File: config.mk
export PLATFORM = sky130hd
export DESIGN_NAME = icache_ctrl
export DESIGN_NICKNAME = d
export VERILOG_FILES = /design/src/rtl/icache_ctrl.sv
export SDC_FILE = /design/constraint.sdc
export NUM_CORES = 1
export LEC_CHECK = 0
export CAP_MARGIN = 20
export CORE_AREA = 2 2 357 359
export CTS_CLUSTER_DIAMETER = 200
export CTS_CLUSTER_SIZE = 24
export DETAILED_ROUTE_END_ITERATION = 12
export DIE_AREA = 0 0 359 361
export MAX_ROUTING_LAYER = met4
export PLACE_DENSITY = 0.48
export SETUP_SLACK_MARGIN = 0.05
export SLEW_MARGIN = 30
export SYNTH_ARGS = -nofsm -noshare
export SYNTH_HDL_FRONTEND = slang
export SYNTH_SLANG_ARGS = --single-unit
File: constraint.sdc
create_clock -name clk -period 53.3 [get_ports clk]
set_input_delay 5.33 -clock clk [delete_from_list [all_inputs] [get_ports clk]]
set_output_delay 5.33 -clock clk [all_outputs]
set_load 0.05 [all_outputs]
File: src/rtl/icache_ctrl.sv
// icache_ctrl: direct-mapped instruction cache controller.
// Tags and valid bits live in flops. Line data lives in an external
// 16x256 SRAM that has one write port and one read port. A miss fetches
// a 32-byte line over the 256-bit dfp port, writes it into the SRAM and
// returns the requested word from the line buffer.
module icache_ctrl #(
  parameter int TAG_W  = 23,
  parameter int IDX_W  = 4,
  parameter int LINE_W = 256
) (
  input  logic                  clk,
  input  logic                  rst,
  input  logic [31:0]           ufp_addr,
  input  logic [3:0]            ufp_rmask,
  output logic                  ufp_ready,
  output logic [31:0]           ufp_rdata,
  output logic                  ufp_resp,
  input  logic                  inv,
  output logic [31:0]           dfp_addr,
  output logic                  dfp_read,
  input  logic [LINE_W-1:0]     dfp_rdata,
  input  logic                  dfp_resp,
  output logic                  sram_csb0,
  output logic [LINE_W/8-1:0]   sram_wmask0,
  output logic [IDX_W-1:0]      sram_addr0,
  output logic [LINE_W-1:0]     sram_din0,
  output logic                  sram_csb1,
  output logic [IDX_W-1:0]      sram_addr1,
  input  logic [LINE_W-1:0]     sram_dout1
);

  localparam int SETS = 1 << IDX_W;

  typedef enum logic [2:0] {
    IDLE,
    LOOKUP,
    MISS,
    FILL,
    COMMIT
  } state_t;

  state_t             state_q, state_d;
  logic [TAG_W-1:0]   req_tag_q, req_tag_d;
  logic [IDX_W-1:0]   req_idx_q, req_idx_d;
  logic [2:0]         req_wsel_q, req_wsel_d;
  logic [LINE_W-1:0]  line_q, line_d;
  logic [SETS-1:0]    valid_q, valid_d;
  logic [TAG_W-1:0]   tag_q [SETS];
  logic [TAG_W-1:0]   tag_d [SETS];

  logic               hit;
  logic               accept_en;
  logic [1:0]         unused_addr_bits;

  // The byte offset within a word is not needed for whole-word fetches.
  assign unused_addr_bits = ufp_addr[1:0];

  // Lookup compares the stored tag for the latched index.
  assign hit = valid_q[req_idx_q] && (tag_q[req_idx_q] == req_tag_q);

  // Refills always target the whole line of the latched request.
  assign dfp_addr   = {req_tag_q, req_idx_q, 5'b0};
  assign sram_addr0 = req_idx_q;
  assign sram_din0  = line_q;

  // Next-state logic and state-derived port outputs.
  always_comb begin
    state_d     = state_q;
    req_tag_d   = req_tag_q;
    req_idx_d   = req_idx_q;
    req_wsel_d  = req_wsel_q;
    line_d      = line_q;
    valid_d     = valid_q;
    tag_d       = tag_q;
    accept_en   = 1'b0;
    ufp_ready   = 1'b0;
    ufp_resp    = 1'b0;
    ufp_rdata   = '0;
    dfp_read    = 1'b0;
    sram_csb0   = 1'b1;
    sram_wmask0 = '0;
    sram_csb1   = 1'b1;
    sram_addr1  = req_idx_q;

    case (state_q)
      IDLE: begin
        ufp_ready = 1'b1;
        accept_en = 1'b1;
      end
      LOOKUP: begin
        if (hit) begin
          ufp_resp  = 1'b1;
          ufp_rdata = sram_dout1[{req_wsel_q, 5'b0} +: 32];
          ufp_ready = 1'b1;
          accept_en = 1'b1;
        end else begin
          state_d = MISS;
        end
      end
      MISS: begin
        dfp_read = 1'b1;
        if (dfp_resp) begin
          line_d  = dfp_rdata;
          state_d = FILL;
        end
      end
      FILL: begin
        sram_csb0          = 1'b0;
        sram_wmask0        = '1;
        tag_d[req_idx_q]   = req_tag_q;
        valid_d[req_idx_q] = 1'b1;
        state_d            = COMMIT;
      end
      COMMIT: begin
        ufp_resp  = 1'b1;
        ufp_rdata = line_q[{req_wsel_q, 5'b0} +: 32];
        state_d   = IDLE;
      end
      default: state_d = IDLE;
    endcase

    // Invalidate takes priority over a request arriving in the same ready cycle.
    if (accept_en) begin
      if (inv) begin
        valid_d = '0;
        state_d = IDLE;
      end else if (ufp_rmask != 4'b0) begin
        req_tag_d  = ufp_addr[31 -: TAG_W];
        req_idx_d  = ufp_addr[5 +: IDX_W];
        req_wsel_d = ufp_addr[4:2];
        sram_csb1  = 1'b0;
        sram_addr1 = ufp_addr[5 +: IDX_W];
        state_d    = LOOKUP;
      end else begin
        state_d = IDLE;
      end
    end
  end

  // State, request, line buffer and tag/valid registers.
  always_ff @(posedge clk or posedge rst) begin
    if (rst) begin
      state_q    <= IDLE;
      req_tag_q  <= '0;
      req_idx_q  <= '0;
      req_wsel_q <= '0;
      line_q     <= '0;
      valid_q    <= '0;
      for (int i = 0; i < SETS; i++) tag_q[i] <= '0;
    end else begin
      state_q    <= state_d;
      req_tag_q  <= req_tag_d;
      req_idx_q  <= req_idx_d;
      req_wsel_q <= req_wsel_d;
      line_q     <= line_d;
      valid_q    <= valid_d;
      for (int i = 0; i < SETS; i++) tag_q[i] <= tag_d[i];
    end
  end

endmodule

==> out/results.ini <==
[sta]
fmax_ghz=0.0726
final.setup.tns_ns=0
final_max_slew_viol_count=0
post-route-period-util_pct=25.8
period_needed_ns=13.77
clock-skew-final_ns=0.0288
final-setup-viol-count=0
timing.slew.headroom_pct=28.4
setup_repair_after_global_routing_missed_its_margin=false
tightestPinTransition_ns=1.06
hold_violations=0

[placement]
finalWeightedCongestion=0.945
port-buffer-count=909
place_hpwl_mm=120
placed_cells=4618

[setup_path]
critical_path_s_slowest_cell=clkdlybuf4s50_1
critPathMostFrequentCell=clkdlybuf4s50_1
critPathCaptureType=primary output
timing.critical_path.cells=clkdlybuf4s50_1 > mux4_2 > mux2i_1 > o21ai_0 > clkdlybuf4s50_1
critical_path.max_fanout=1
critical-path-max-stage-delay_ns=0.99
path_class=in -> out
worst_ep_arrival_time_ns=8.44
critical_path.n_buffers_inverters=2
cpLargestDelayFamily=buffers and inverters
start_kind=input pin
critical_path_required_ns=47.97

[clock_network]
hold_buffers=0
clockRootBuffer=clkbuf_16
maximum_count_of_clock_buffers_along_a_single_path=3
cts_repair_resize_count=0
htreeDepth=2
clk_pin_slew_ns=0.10
worstSkewPairLatency_ns=0.63
cts_tree=done
cts_inserted_buffers=34
cts_sinks=673
post-cts-setup-buffers=0

[hold_path]
timing.hold.worst.class=reg -> reg

[floorplan]
die_width_um=359
die_area_um2=130000
rows=130
floorplan.initialDensity_pct=26.3
io_pins=917
coreArea_um2=125000
die_height_um=361

[grt]
grt_pass1_wl_mm=213
largest_net_degree_at_the_start_of_global_routing=157
grt_overflow=0
all_layer_gr_usage_pct=24.4
via_count_of_the_first_global_routing_pass=24676
grt_antenna_before_repair=84

[drt]
dr.first_iter.drc_count=1498
antenna_left=0
post-route-drc-count=0
avgRoutedWirePerCell_um=33.2
routed_wl_mm=157
vias_per_cell=4.97
drt_pass1_iterations=5
detailroute.via_count=23448

[layout]
layout.core_utilization_pct=35.7
drive_gt1_share_pct=33.0
finish.net_count=3557
layoutNonFillerInstCount=4717
fillerInstances=11969
areaGrowthSynthToFinish_pct=35.9

[power]
power_frac_clock_pct=10.3
combPwrFrac_pct=58.2
max-vdd-ir-drop_mv=0.0447
switching_share_pct=47.6
power.internal_uw=1550
cellPowerDensity_nw_per_um2=66.1
p_seq_share_pct=31.5
power_switching_uw=1410
static-leakage-power_uw=0.0185

[synth]
synth-warning-count=0
number_of_enable_flip_flop_cells_after_synthesis=0
syn-instance-count=2231
synth.yosys.seq_area_share_pct=51.1
ys_async_sr_fraction_pct=100
mapped_avg_cell_area_um2=14.8
synth_cell_type_count=58
ys.flop_type=dfrtp_1
postSynthRegisterBits=673
syn-cell-area_um2=33000

[job]
maxCapViolCount=0

[run_status]
outcome=completed

layer usage:
metal	wire (um)	track usage, %	vias to the layer above
li1	-	-	9825
met1	61000	29.3	12562
met2	73800	38.4	913
met3	17900	9.69	148
met4	3930	6.05	0
met5	0	-	-
sequential cells by signal (all words and copies together), names as in the netlist:
| signal | count |
|---|---|
| state_q | 3 |
| req_tag_q | 23 |
| sram_din0 | 256 |
| valid_q | 16 |
| req_wsel_q | 3 |
| sram_addr0 | 4 |
| tag_q | 368 |
power groups by stage:
| stage | Clock [uW] | Sequential, uW | Combinational, uW |
|---|---|---|---|
| 5_1_grt | 335 | 962 | 1790 |
| 6_report | 305 | 931 | 1720 |
| 2_1_floorplan | 0 | 1210 | 786 |
| 3_3_place_gp | 0 | 924 | 1730 |
| 4_1_cts | 318 | 932 | 1740 |
| 3_5_place_dp | 0 | 942 | 1730 |
final cells by class:
cell class	instances	area, um2	area share (%)
Multi-Input combinational cell	1314	15100	33.7
Clock inverter	3	58.8	0.131
Inverter	20	87.6	0.196
Clock buffer	39	891	1.99
Tap cell	1650	2060	4.61
Sequential cell	673	16900	37.6
Antenna cell	56	140	0.313
Timing Repair Buffer	962	9600	21.4
worst register-to-register path: cells and delay by family (launching register included):
| family | cells | cell delay, ns |
|---|---|---|
| compound gates | 5 | 1.73 |
| mux | 1 | 0.44 |
| simple gates | 3 | 1.62 |
| buf+inv | 3 | 1.87 |
| flops | 1 | 0.69 |
final timing paths:
path,from,endpoint,slack (ns),depth (start not counted)
max in group asynchronous,rst,sram_din0[116],45.63,5
setup / recovery,sram_dout1[0],ufp_rdata[0],39.53,5
hold reg to reg,tag_q[80],tag_q[80],0.49,2
hold / removal,tag_q[80],tag_q[80],0.49,2
min in group asynchronous,rst,sram_din0[196],5.20,2
setup reg to reg,sram_addr0[0],sram_addr0[2],46.83,12
synthesized netlist by cell type, types with 6 or more instances:
cell type | instances | area, um2
buf_1 | 17 | 63.8
inv_1 | 18 | 67.6
mux4_2 | 210 | 4730
a22o_1 | 8 | 70.1
mux2i_1 | 69 | 691
xnor2_1 | 15 | 131
clkbuf_1 | 140 | 526
buf_4 | 46 | 345
nor2_1 | 47 | 176
mux2_4 | 28 | 420
dfrtp_1 | 673 | 16800
buf_6 | 7 | 78.8
nor3_1 | 8 | 40.0
nand2_1 | 100 | 375
o21ai_0 | 82 | 410
nand2b_1 | 11 | 68.8
nand3_1 | 10 | 50.1
a22oi_1 | 6 | 45.0
buf_2 | 18 | 90.1
mux2_2 | 628 | 7070
a21oi_1 | 10 | 50.1
kinds of logic after synthesis:
group           count (synthesis)  synth area share [%]
xor+xnor                       19                 0.505
other cells                     1                0.0114
compound gates                150                  2.86
flops                         673                  51.1
simple gates                  204                  2.71
buf+inv                       248                  3.58
mux                           936                  39.2
stage by stage:
stage | setup slack (ns) | total power (uW) | cell area, um2 | hold slack [ns]
2_1_floorplan | 29.11 | 2000 | 33000 | 0.445
3_3_place_gp | 39.68 | 2650 | 43600 | 0.456
3_5_place_dp | 39.74 | 2670 | 43700 | 0.467
4_1_cts | 39.73 | 2990 | 44600 | 0.492
5_1_grt | 39.61 | 3090 | 44800 | 0.511
6_report | 39.53 | 2960 | 44800 | 0.488
layout by cell type, fill, tap and decap left out, drive strengths merged, types with 5 or more instances in the layout:
master           n
clkdlybuf4s50  906
dfrtp          673
mux2           656
mux4           211
nand2          100
o21ai           82
mux2i           69
diode           56
buf             56
nor2            47
clkbuf          39
inv             20
xnor2           15
nand2b          11
a21oi           11
nand3           10
a22o             8
nor3             8
and2             7
a22oi            6
o211ai           5
a221oi           5
conb             5
nor2b            5
Note: power is estimated with default switching activity, not from simulation.
